`config.mk`:
```
export PLATFORM = sky130hd
export DESIGN_NAME = acc_narrow_sat
export DESIGN_NICKNAME = d
export VERILOG_FILES = /design/src/rtl/acc_narrow_sat_pkg.sv /design/src/rtl/acc_narrow_sat_valid_pipe_stage.sv /design/src/rtl/acc_narrow_sat.sv
export SDC_FILE = /design/constraint.sdc
export NUM_CORES = 1
export LEC_CHECK = 0
export ABC_AREA = 1
export BUFFER_PORTS_ARGS = -buffer_cell sky130_fd_sc_hd__buf_4
export CAP_MARGIN = 40
export CORE_ASPECT_RATIO = 0.9
export CORE_MARGIN = 2
export CORE_UTILIZATION = 40
export DETAILED_ROUTE_END_ITERATION = 10
export GPL_ROUTABILITY_DRIVEN = 1
export PLACE_DENSITY = 0.71
export SYNTH_ARGS = -nofsm -noshare
export SYNTH_HDL_FRONTEND = slang
export SYNTH_SLANG_ARGS = --single-unit
export TNS_END_PERCENT = 50
```
`constraint.sdc`:
```
create_clock -name clk -period 4.29 [get_ports clk]
set_input_delay 0.6435 -clock clk [delete_from_list [all_inputs] [get_ports clk]]
set_output_delay 0.6435 -clock clk [all_outputs]
set_load 0.01 [all_outputs]
```
`src/rtl/acc_narrow_sat_pkg.sv`:
```
// -----------------------------------------------------------------------------
// acc_narrow_sat_pkg
// Shared beamformer DSP constants and types: the 48-bit accumulator format
// coming out of the DSP cascade and the 18-bit sample format consumed by the
// next beamformer stage.
// No ports (package).
// -----------------------------------------------------------------------------
package acc_narrow_sat_pkg;

    localparam int ACC_W    = 48;
    localparam int SAMPLE_W = 18;

    typedef logic signed [ACC_W-1:0]    acc_t;
    typedef logic signed [SAMPLE_W-1:0] sample_t;

    // Signed sample extremes, used as the clip values.
    localparam sample_t SAMPLE_MAX = {1'b0, {(SAMPLE_W-1){1'b1}}};
    localparam sample_t SAMPLE_MIN = {1'b1, {(SAMPLE_W-1){1'b0}}};

endpackage : acc_narrow_sat_pkg

```
`src/rtl/acc_narrow_sat_valid_pipe_stage.sv`:
```
// -----------------------------------------------------------------------------
// acc_narrow_sat_valid_pipe_stage
// One elastic pipeline register (valid_pipe_stage): a valid bit plus a data
// register. The stage loads whenever it is empty or its content leaves this
// cycle, so bubbles collapse and one item per cycle flows at full rate.
//
// Handshake: an item moves across an interface on a rising clk edge where
// valid && ready. Data is only captured on an upstream transfer; ready is
// combinational from the downstream ready and never depends on up_valid_i.
//
// Ports:
//   clk, rstn        clock, asynchronous active-low reset
//   up_valid_i       upstream item valid
//   up_ready_o       stage can take an item this cycle (!valid || dn_ready_i)
//   up_data_i [W]    upstream item
//   dn_valid_o       stage holds an item
//   dn_ready_i       downstream takes the item this cycle
//   dn_data_o [W]    held item
// -----------------------------------------------------------------------------
module acc_narrow_sat_valid_pipe_stage #(
    parameter int W = 8
) (
    input  logic         clk,
    input  logic         rstn,
    input  logic         up_valid_i,
    output logic         up_ready_o,
    input  logic [W-1:0] up_data_i,
    output logic         dn_valid_o,
    input  logic         dn_ready_i,
    output logic [W-1:0] dn_data_o
);

    logic         valid_q;
    logic [W-1:0] data_q;

    assign up_ready_o = !valid_q || dn_ready_i;
    assign dn_valid_o = valid_q;
    assign dn_data_o  = data_q;

    always_ff @(posedge clk or negedge rstn) begin
        if (!rstn) begin
            valid_q <= 1'b0;
            data_q  <= '0;
        end else if (up_ready_o) begin
            valid_q <= up_valid_i;
            if (up_valid_i) begin
                data_q <= up_data_i;
            end
        end
    end

endmodule : acc_narrow_sat_valid_pipe_stage

```
`src/rtl/acc_narrow_sat.sv`:
```
// -----------------------------------------------------------------------------
// acc_narrow_sat
// Narrows wide signed accumulator results to the signed sample format:
//   S1 round  : r = sext(in_data) + 2^(SHIFT-1)   (round half toward +inf)
//   S2 shift  : q = r >>> SHIFT
//   S3 clip   : saturate q to OUT_WIDTH bits, flag out_sat when clipped
// Three elastic stages, valid/ready on both sides, latency 3, 1 sample/cycle.
//
// Optional status (macro ACC_NARROW_SAT_STATUS_EN): sticky saturation flag and
// a saturating event counter, both cleared by sat_clr (clear beats an event).
//
// Ports:
//   clk, rstn              clock, asynchronous active-low reset
//   in_valid / in_ready    input handshake
//   in_data  [IN_WIDTH]    signed accumulator value
//   out_valid / out_ready  output handshake
//   out_data [OUT_WIDTH]   signed narrowed sample
//   out_sat                out_data was clipped (qualified by out_valid)
//   sat_clr                clear status            (status build only)
//   sat_sticky             any saturation seen     (status build only)
//   sat_count [CNT_WIDTH]  saturation event count  (status build only)
// -----------------------------------------------------------------------------
module acc_narrow_sat
    import acc_narrow_sat_pkg::*;
#(
    parameter int IN_WIDTH  = ACC_W,
    parameter int OUT_WIDTH = SAMPLE_W,
    parameter int SHIFT     = 16,
    parameter int CNT_WIDTH = 16
) (
    input  logic                 clk,
    input  logic                 rstn,
    input  logic                 in_valid,
    output logic                 in_ready,
    input  logic [IN_WIDTH-1:0]  in_data,
    output logic                 out_valid,
    input  logic                 out_ready,
    output logic [OUT_WIDTH-1:0] out_data,
`ifdef ACC_NARROW_SAT_STATUS_EN
    input  logic                 sat_clr,
    output logic                 sat_sticky,
    output logic [CNT_WIDTH-1:0] sat_count,
`endif
    output logic                 out_sat
);

    localparam int RW = IN_WIDTH + 1;          // rounded value, one guard bit
    localparam int QW = IN_WIDTH + 1 - SHIFT;  // shifted value, always > OUT_WIDTH
    localparam int PW = OUT_WIDTH + 1;         // {sat, sample}

    // Half an output LSB; written as (1<<SHIFT)>>1 so SHIFT=0 gives 0.
    localparam logic [RW-1:0] RND = (RW'(1) << SHIFT) >> 1;

    localparam logic [OUT_WIDTH-1:0] OUT_MAX = {1'b0, {(OUT_WIDTH-1){1'b1}}};
    localparam logic [OUT_WIDTH-1:0] OUT_MIN = {1'b1, {(OUT_WIDTH-1){1'b0}}};

    logic          s1_valid, s1_ready, s2_valid, s2_ready, s3_ready;
    logic [RW-1:0] s1_d, s1_q;
    logic [QW-1:0] s2_d, s2_q;
    logic [PW-1:0] s3_d, s3_q;

    logic                 sat_d;
    logic [OUT_WIDTH-1:0] narrow_d;

    // S1: sign-extend by one bit so the most positive input cannot overflow.
    assign s1_d = {in_data[IN_WIDTH-1], in_data} + RND;

    // S2: arithmetic shift; the dropped top bits are pure sign copies.
    assign s2_d = QW'($signed(s1_q) >>> SHIFT);

    // S3: q fits when every bit from the output sign bit upward matches.
    always_comb begin
        sat_d    = 1'b0;
        narrow_d = s2_q[OUT_WIDTH-1:0];
        if (s2_q[QW-1:OUT_WIDTH-1] != {(QW-OUT_WIDTH+1){s2_q[QW-1]}}) begin
            sat_d    = 1'b1;
            narrow_d = s2_q[QW-1] ? OUT_MIN : OUT_MAX;
        end
    end

    assign s3_d = {sat_d, narrow_d};

    acc_narrow_sat_valid_pipe_stage #(.W(RW)) u_s1_round (
        .clk        (clk),
        .rstn       (rstn),
        .up_valid_i (in_valid),
        .up_ready_o (in_ready),
        .up_data_i  (s1_d),
        .dn_valid_o (s1_valid),
        .dn_ready_i (s1_ready),
        .dn_data_o  (s1_q)
    );

    acc_narrow_sat_valid_pipe_stage #(.W(QW)) u_s2_shift (
        .clk        (clk),
        .rstn       (rstn),
        .up_valid_i (s1_valid),
        .up_ready_o (s1_ready),
        .up_data_i  (s2_d),
        .dn_valid_o (s2_valid),
        .dn_ready_i (s2_ready),
        .dn_data_o  (s2_q)
    );

    acc_narrow_sat_valid_pipe_stage #(.W(PW)) u_s3_sat (
        .clk        (clk),
        .rstn       (rstn),
        .up_valid_i (s2_valid),
        .up_ready_o (s2_ready),
        .up_data_i  (s3_d),
        .dn_valid_o (out_valid),
        .dn_ready_i (s3_ready),
        .dn_data_o  (s3_q)
    );

    assign s3_ready = out_ready;
    assign out_sat  = s3_q[OUT_WIDTH];
    assign out_data = s3_q[OUT_WIDTH-1:0];

`ifdef ACC_NARROW_SAT_STATUS_EN
    logic                 sticky_q;
    logic [CNT_WIDTH-1:0] count_q;

    always_ff @(posedge clk or negedge rstn) begin
        if (!rstn) begin
            sticky_q <= 1'b0;
            count_q  <= '0;
        end else if (sat_clr) begin
            // A clear in the same cycle as an event drops the event.
            sticky_q <= 1'b0;
            count_q  <= '0;
        end else if (out_valid && out_ready && out_sat) begin
            sticky_q <= 1'b1;
            if (count_q != '1) begin
                count_q <= count_q + 1'b1;
            end
        end
    end

    assign sat_sticky = sticky_q;
    assign sat_count  = count_q;
`endif

endmodule : acc_narrow_sat

```
==> flow_summary.yaml, run 1 <==
run_status:
  status: "complete, no violations"
synthesis:
  yosysSeqAreaShare: 0.4879
  synth_seq_cells: 88
  syn_area_per_cell_sq_um: 7.795
  netlist_area_sq_um: 4513
  synthCells: 579
  ys_warn_count: 0
  synth.distinct_cells: 27
  synth_nets: 632
critical_path:
  crit_required_ps: 4470
  critical_path.top_delay_family: "buffers and inverters"
  cp.arrival_ps: 2370
  critPathSlowestCell: "inv_1"
  worst-setup-path-type: "input port to register"
  path_max_fanout: 36
  worstPathCellList: "buf_4 > inv_1 > nand2_1 > nor2_1 > nand2_1 > nand2_2 > buf_4 > inv_1 > nand3_1 > o21ai_0"
  endpoint_kind: "register"
  timing.critical_path.buf_inv: 4
  cp_slowest_stage_delay_ps: 470
  worstSetupStartpointType: "input port"
detailed_routing:
  routed_wl_um: 10120
  drc: 0
  viasPerCell: 4.747
  ant_nets: 0
  wl_per_cell_um: 12.81
  drt-initial-drc-count: 264
  dr.pass1.iters: 4
  vias: 3750
clocking:
  hold_buffers: 0
  cts_resized: 0
  cts.clk_slew.worst_paths_ps: 60
  post-cts-setup-buffer-count: 0
  clockBufferDepth: 2
  cts_root_buf: "clkbuf_16"
  cts_tree: "done"
  clock_latency_ps: 340
  cts_buffers: 9
  clock-sinks: 88
  ctsHtreeMaxLevel: 3
final_layout:
  area_growth_pct: 18.91
  final_cell_mix: "226 x nand2_1, 88 x dfrtp_1, 59 x buf_4"
  drive_gt1_frac: 0.1630
  diodes: 0
  fin_nets: 686
  layout_commonest_cell: "nand2_1"
floorplanning:
  core_sq_um: 10900
  start_util: 0.4140
  die_area_sq_um: 12150
  dieWidth_um: 116.0
  row_count: 36
  die_h_um: 104.8
  io_pins: 73
global_route:
  overflow: 0
  antenna_found_initial: 0
  first_global_vias: 3590
  grt_pass1_wl_um: 17460
  grt_max_degree: 56
  grt.total_usage: 0.1824
power:
  power_density_nw_per_um2: 520.5
  ir_drop_mv: 0.2043
  p_leak_nw: 2.623
  fin_total_pwr_mw: 2.793
timing:
  holdWs_ps: 251.8
  finalSetupTns_ps: 0
  worst_slew_pin_slew_ps: 860.6
  finalHoldViolations: 0
  maxSlewViolCount: 0
  setup_slack_ps: 2099
  fmaxAchievable_ghz: 0.4563
  finalSetupViolCount: 0
  fin_crit_ps: 2191
  fin_worst_skew_ps: 5.841
  slew_headroom: 0.4256
  rsz0062_at_grt: "no"
  fin_crit_sh: 0.5108
run:
  cap_violations: 0
place:
  gp_congestion: 0.8773
  dpl.hpwl_um: 7665
  io_buffers: 57
  place_ws_ps: 1739
hold_path:
  hold_path_class: "input port to async pin"
## cells in the mapped netlist, drive strengths merged
cell type	instances	area [sq um]
a31oi	1	6.260
and2	1	6.260
buf	14	93.83
clkbuf	3	11.26
clkinv	1	3.750
dfrtp	88	2202
ha	1	12.51
inv	48	180.2
mux2	19	214.0
nand2	231	894.6
nand3	40	200.2
nand3b	8	60.06
nand4	5	31.28
nor2	59	239.0
nor3	2	10.01
o21ai	42	210.2
or2	1	6.260
xnor2	8	70.07
xor2	7	61.31
## metrics by stage
| step | utilization | cell area, sq um | std cells |
|---|---|---|---|
| floorplan | - | 4513 | 579 |
| finish | 0.4923 | 5366 | 790 |
| global placement | 0.4625 | 5041 | 773 |
| detailed placement | 0.4650 | 5069 | 774 |
| CTS | 0.4923 | 5366 | 790 |
| global route | 0.4923 | 5366 | 790 |
## report_power, final
group	switching (mW)	internal, mW
Clock	0.321	0.453
Combinational	0.418	0.338
Sequential	0.163	1.10
## path summary, 6_finish.rpt
check	startpoint	end	slack, ps	cells after the start
min in group clk	u_s2_shift.dn_valid_o	u_s3_sat.dn_valid_o	480	2
setup / recovery	out_ready	u_s1_round.dn_data_o[36]	2100	10
hold / removal	rstn	u_s3_sat.dn_data_o[18]	250	1
max in group asynchronous	rstn	u_s1_round.dn_data_o[34]	3430	2
hold reg to reg	u_s2_shift.dn_valid_o	u_s3_sat.dn_valid_o	480	2
setup reg to reg	u_s3_sat.dn_valid_o	u_s1_round.dn_data_o[36]	2190	8
## cell families after synthesis
family                     synth area share
AOI/OAI and AO/OA                   0.04796
xor gates and xnor gates            0.02911
adders and majority gates          0.002772
buffers and inverters               0.06404
DFF                                  0.4879
muxes                               0.04741
and+or+nand+nor                      0.3208
## routing by layer
layer / up-vias / GRT usage / wire length (um)
met1: 1723 / 0.2743 / 5169
met4: 0 / 0.05782 / 140
li1: 1923 / - / -
met3: 12 / 0.03364 / 424
met2: 92 / 0.2652 / 4386
met5: - / 0 / 0
## sequential cells by signal, summed over array words and instances (netlist names)
signal and count:
u_s1_round.dn_valid_o 1, u_s2_shift.dn_valid_o 1, u_s3_sat.dn_data_o 19, u_s3_sat.dn_valid_o 1, u_s2_shift.dn_data_o 33, u_s1_round.dn_data_o 33
## layout make-up
type                       count  area [sq um]
fill                        1083          5534
sequential                    88          2202
multi-input combinational    425          2022
timing repair buffer          60         470.5
clock buffer                  10         229.0
tap                          152         190.2
inverter                      49         183.9
clock inverter                 6         68.82
(Power assumes the default switching activity.)
==> run 2, diff against run 1 <==
==> constraint.sdc (replaced) <==
create_clock -name clk -period 2.3 [get_ports clk]
set_input_delay 0.345 -clock clk [delete_from_list [all_inputs] [get_ports clk]]
set_output_delay 0.345 -clock clk [all_outputs]
set_load 0.01 [all_outputs]
==> run 2 against run 1 <==
Net effect:
- critical path depth decreased by 1
- cell area rose by 1.1%
- die area unchanged
- first-iteration DRC count down 5.7%
- combinational power increased by 88%
- utilization up 0.54 points
- register-to-register slack lost 1500 ps
==> flow_summary.yaml, run 2 (synthesis gave the netlist of run 1 again) <==
power:
  swShare: 0.3140
  p_int_mw: 3.660
  ir_drop_mv: 0.3931
  pwr-share-clk: 0.294
  combPwrFrac: 0.267
  power_density_nw_per_um2: 983.5
  p_leak_nw: 2.660
  sequentialPowerShare: 0.439
  power.switching_mw: 1.676
clocking:
  cts_root_buf: "clkbuf_16"
  cts_buffers: 9
  clock-sinks: 88
  cts_resized: 0
  cts_tree: "done"
  clock_latency_ps: 340
  clockBufferDepth: 2
  hold_buffers: 1
  cts.clk_slew.worst_paths_ps: 60
  ctsHtreeMaxLevel: 3
  post-cts-setup-buffer-count: 0
detailed_routing:
  wl_per_cell_um: 12.59
  dr.pass1.iters: 4
  drt-initial-drc-count: 249
  routed_wl_um: 9987
  vias: 3718
  ant_nets: 0
  drc: 0
  viasPerCell: 4.689
critical_path:
  cp_slowest_stage_delay_ps: 450
  critPathSlowestCell: "dfrtp_1"
  worstPathCellList: "or2_1 > nor2_1 > nand2_1 > nand2_4 > nand2_4 > nand2_4 > nand2_1 > nand2_1 > nand2_1"
  cp_common_cell: "nand2_1"
  endpoint_kind: "register"
  worstSetupStartpointType: "register"
  path_max_fanout: 19
  crit_required_ps: 2530
  critical_path.top_delay_family: "simple AND/OR/NAND/NOR gates"
  reg2reg_depth: 9
  cp.depth: 9
  worst-setup-path-type: "register to register"
  timing.critical_path.buf_inv: 0
  cp.arrival_ps: 1850
place:
  io_buffers: 57
  dp_cells: 776
  gp_congestion: 0.8526
  dpl.hpwl_um: 7594
final_layout:
  final_cells: 793
  final_cell_mix: "226 x nand2_1, 88 x dfrtp_1, 60 x buf_4"
  area_growth_pct: 20.21
  drive_gt1_frac: 0.1669
  layout_commonest_cell: "nand2_1"
  diodes: 0
  fin_nets: 689
global_route:
  grt.total_usage: 0.1764
  grt_pass1_wl_um: 16770
  overflow: 0
  grt-busiest-layer: "met1"
  grtUsageMet1: 0.2689
  antenna_found_initial: 0
  use_met3: 0.03422
  met2_usage: 0.2406
  first_global_vias: 3477
  grt_max_degree: 49
floorplanning:
  io_pins: 73
  die_area_sq_um: 12150
  row_count: 36
  die_h_um: 104.8
  start_util: 0.4140
  core_sq_um: 10900
  dieWidth_um: 116.0
timing:
  worst_slew_pin_slew_ps: 534.6
  maxSlewViolCount: 0
  fmaxAchievable_ghz: 0.6162
  finalSetupTns_ps: 0
  fin_worst_skew_ps: 7.167
  fin_crit_sh: 0.7056
  finalHoldViolations: 0
  rsz0062_at_grt: "no"
  fin_crit_ps: 1623
  slew_headroom: 0.6436
  finalSetupViolCount: 0
hold_path:
  hold_path_class: "input port to register"
  whs_path_depth: 4
run_status:
  status: "complete, no violations"
run:
  cap_violations: 0
==> run 2: tightest hold or removal path, cell delays in order <==
cell     delay, ps
buf_4           80
inv_1           30
nand2_1         90
nand2_1         60
==> run 2: path summary, 6_finish.rpt <==
| check | from | end | slack, ps |
|---|---|---|---|
| min in group asynchronous | rstn | u_s3_sat.dn_data_o[0] | 530 |
| max reg2reg | u_s2_shift.dn_data_o[32] | u_s3_sat.dn_data_o[15] | 680 |
| min | out_ready | u_s3_sat.dn_valid_o | 290 |
| min reg2reg | u_s1_round.dn_data_o[39] | u_s1_round.dn_data_o[39] | 480 |
| max | u_s2_shift.dn_data_o[32] | u_s3_sat.dn_data_o[15] | 680 |
| max in group asynchronous | rstn | u_s3_sat.dn_data_o[3] | 1120 |
==> run 2: layout make-up <==
type	instances	area (sq um)
well taps	152	190.2
repair buffers	63	500.5
flip-flops and latches	88	2202
clock inverters	7	101.3
inverters	49	183.9
fillers	1087	5475
multi-input cells	425	2022
clock buffers	9	225.2
==> run 2: per-stage QoR <==
stage / power, mW / hold slack [ps] / area (sq um) / utilization / setup slack (ps)
finish: 5.336 / 290.5 / 5425 / 0.4977 / 677.1
detailed placement: 3.805 / 361.6 / 5089 / 0.4668 / 565.2
global route: 5.692 / 311.5 / 5425 / 0.4977 / 497.5
global placement: 3.738 / 354.3 / 5089 / 0.4668 / 615.5
floorplan: 3.224 / 49.41 / 4513 / - / 857.9
CTS: 5.390 / 280.7 / 5425 / 0.4977 / 663.4
==> run 2: power by group through the flow <==
stage                     Clock, mW  Sequential [mW]  Combinational, mW
final                          1.57             2.34               1.42
after global routing           1.67             2.40               1.62
after CTS                      1.60             2.34               1.44
after detailed placement          0             2.37               1.43
after global placement            0             2.34               1.40
after floorplan                   0             2.38              0.848
==> run 2: metal layers <==
layer,up-vias,part of all wire,wire length [um]
li1,1934,-,-
met1,1676,0.53,5262
met2,91,0.40,4023
met3,17,0.041,408
met4,0,0.029,292
met5,-,0,0
==> run 3, diff against run 2 <==
--- a/config.mk
+++ b/config.mk
@@ -5,7 +5,7 @@
 export SDC_FILE = /design/constraint.sdc
 export NUM_CORES = 1
 export LEC_CHECK = 0
-export ABC_AREA = 1
+export ABC_AREA = 0
 export BUFFER_PORTS_ARGS = -buffer_cell sky130_fd_sc_hd__buf_4
 export CAP_MARGIN = 40
 export CORE_ASPECT_RATIO = 0.9
==> constraint.sdc (replaced) <==
create_clock -name clk -period 1.65 [get_ports clk]
set_input_delay 0.2475 -clock clk [delete_from_list [all_inputs] [get_ports clk]]
set_output_delay 0.2475 -clock clk [all_outputs]
set_load 0.01 [all_outputs]
==> run 3 against run 2 <==
Net effect:
- the flow now finishes with violations (setup timing)
- wire length down 8.0%
- sequential share of layout area decreased by 0.32 points
- synthesized cell count fell by 33%
- utilization grew 6.1 points
- critical endpoint is now u_s3_sat.dn_data_o[14]
- largest power group unchanged
==> flow_summary.yaml, run 3 <==
synthesis:
  yosys.area.top_type: "dfrtp_1"
  synth_common_cells: "88 x dfrtp_1, 34 x mux2_2, 33 x nand2_1, 33 x nor2_1, 26 x inv_1"
  synth.area.top_cells: "dfrtp_1 54%, mux2_2 9.4%, o221ai_1 3.7%"
  synth.distinct_cells: 35
  synth_seq_cells: 88
  synthCells: 388
  synth_nets: 441
  ys_warn_count: 0
  netlist_area_sq_um: 4069
  yosysSeqAreaShare: 0.5412
  synth_edf_count: 0
  yosysTopAreaCellShare: 0.5412
  syn_area_per_cell_sq_um: 10.49
  synthArstFlopShare: 1.000
  synth.most_common_cell: "dfrtp_1"
  yosys_most_used_dff: "dfrtp_1"
critical_path:
  timing.critical_path.buf_inv: 3
  critical_path.top_delay_family: "simple AND/OR/NAND/NOR gates"
  path_max_fanout: 17
  rrSetupSlack_ps: -20
  endpoint_kind: "register"
  cp.arrival_ps: 1870
  worstPathCellList: "nor4_2 > buf_4 > buf_4 > nand2_1 > a21oi_4 > buf_12 > o221ai_1"
  worst-setup-path-type: "register to register"
  cp_common_cell: "buf_4"
  cp_slowest_stage_delay_ps: 400
  crit_required_ps: 1850
  worstSetupStartpointType: "register"
  critPathSlowestCell: "dfrtp_1"
floorplanning:
  die_h_um: 99.68
  core_sq_um: 9784
  start_util: 0.4159
  dieWidth_um: 110.3
  die_area_sq_um: 11000
  row_count: 34
  io_pins: 73
place:
  postPlaceCellArea_sq_um: 5020
  io_buffers: 57
  dp_cells: 598
  gp_congestion: 0.8237
  place_ws_ps: -317.6
  dpl.hpwl_um: 6466
run:
  cap_violations: 0
final_layout:
  final_cell_mix: "104 x buf_4, 88 x dfrtp_1, 34 x mux2_2"
  layout_commonest_cell: "buf_4"
  fin_nets: 541
  diodes: 0
  final_cells: 619
  drive_gt1_frac: 0.3651
  area_growth_pct: 34.38
  post-route-cell-area_sq_um: 5468
timing:
  slew_headroom: 0.7189
  fin_crit_ps: 1675
  finalSetupViolCount: 12
  finalHoldViolations: 0
  maxSlewViolCount: 0
  worst_slew_pin_slew_ps: 421.6
  rsz0062_at_grt: "yes"
  setup_slack_ps: -24.84
  fin_crit_sh: 1.015
  fin_worst_skew_ps: 8.130
  fmaxAchievable_ghz: 0.5971
power:
  fin_total_pwr_mw: 6.456
  power_density_nw_per_um2: 1181
  ir_drop_mv: 0.5840
  p_leak_nw: 2.321
run_status:
  status: "finished, violations left"
  violations: "setup timing"
clocking:
  cts.clk_slew.worst_paths_ps: 60
  clockBufferDepth: 2
  clock-sinks: 88
  cts_buffers: 9
  ctsHtreeMaxLevel: 3
  cts_root_buf: "clkbuf_16"
  cts_tree: "done"
  clock_latency_ps: 340
detailed_routing:
  wl_per_cell_um: 14.84
  routed_wl_um: 9186
  ant_nets: 0
  drc: 0
  viasPerCell: 5.244
  drt-initial-drc-count: 185
  dr.pass1.iters: 4
  vias: 3246
global_route:
  grt.total_usage: 0.1798
  first_global_vias: 3230
  grt_pass1_wl_um: 15440
  overflow: 0
  grt_max_degree: 39
  antenna_found_initial: 0
hold_path:
  hold_path_class: "input port to register"
[run 3: cell count changes after synthesis, sizes merged, moves of 10 or more]
cell    delta
nand2    -198
o21ai     -32
nand3     -30
nor2      -26
inv       -22
a31oi     +18
o221ai    +17
clkbuf    +15
mux2      +15
a21oi     +13
or4       +13
or3       +11
buf       -10
o31ai     +10
[run 3: power by group]
part	total [mW]	internal, mW	switching, mW
clock	2.21	1.37	0.840
combinational	1.32	0.709	0.608
sequential	2.93	2.61	0.312
total	6.46	4.70	1.76
[run 3: repair_timing]
action / in CTS / in global routing
endpoints found under the setup margin: 18 / 20
endpoints found under the hold margin: 26 / 0
setup buffers: 3 / 1
hold buffers: 1 / 0
resized for setup: 9 / 4
pin swaps: 4 / 3
[run 3: layer usage]
layer	vias up	global-route usage	wire length, um
met5	-	0	0
met4	0	0.05481	119
met3	8	0.02818	353
met2	60	0.2945	4464
met1	1579	0.2465	4248
li1	1599	-	-
[run 3: stage by stage]
| step | hold slack [ps] | utilization | setup TNS, ps |
|---|---|---|---|
| after floorplan | -48.09 | - | -673.9 |
| after global placement | 188.6 | 0.5130 | -3318 |
| after detailed placement | 199.1 | 0.5130 | -4251 |
| after CTS | 116.9 | 0.5560 | 0 |
| after global routing | 120.2 | 0.5588 | -1728 |
| final | 118.5 | 0.5588 | -152.7 |
[run 3: kinds of logic after synthesis]
| group | Yosys count | synth area share |
|---|---|---|
| DFF | 88 | 0.5412 |
| adders and majority gates | 1 | 0.003075 |
| and+or+nand+nor | 133 | 0.1710 |
| muxes | 34 | 0.09410 |
| AOI/OAI and AO/OA | 72 | 0.1184 |
| buffers and inverters | 48 | 0.04643 |
| xor gates and xnor gates | 12 | 0.02583 |
[run 3: worst register-to-register path, stage by stage (launching register included)]
cell and delay, ps:
dfrtp_1 400, nor4_2 340, buf_4 170, buf_4 90, nand2_1 80, a21oi_4 160, buf_12 170, o221ai_1 140
[run 3: path summary, 6_finish.rpt]
path / start / endpoint / cells after the start
min in group asynchronous: rstn / u_s2_shift.dn_data_o[27] / 2
worst max-delay path: u_s2_shift.dn_data_o[17] / u_s3_sat.dn_data_o[14] / 7
worst min register to register: u_s3_sat.dn_data_o[8] / u_s3_sat.dn_data_o[8] / 2
max in group asynchronous: rstn / u_s1_round.dn_valid_o / 3
worst min-delay path: in_valid / u_s1_round.dn_valid_o / 2
worst max register to register: u_s2_shift.dn_data_o[17] / u_s3_sat.dn_data_o[14] / 7
[run 3: layout make-up]
| cell class | instances | area (sq um) |
|---|---|---|
| fill | 815 | 4317 |
| clock buffer | 10 | 239.0 |
| inverter | 26 | 97.59 |
| multi-input combinational | 252 | 1779 |
| tap | 126 | 157.7 |
| timing repair buffer | 111 | 902.1 |
| sequential | 88 | 2202 |
| clock inverter | 6 | 90.09 |
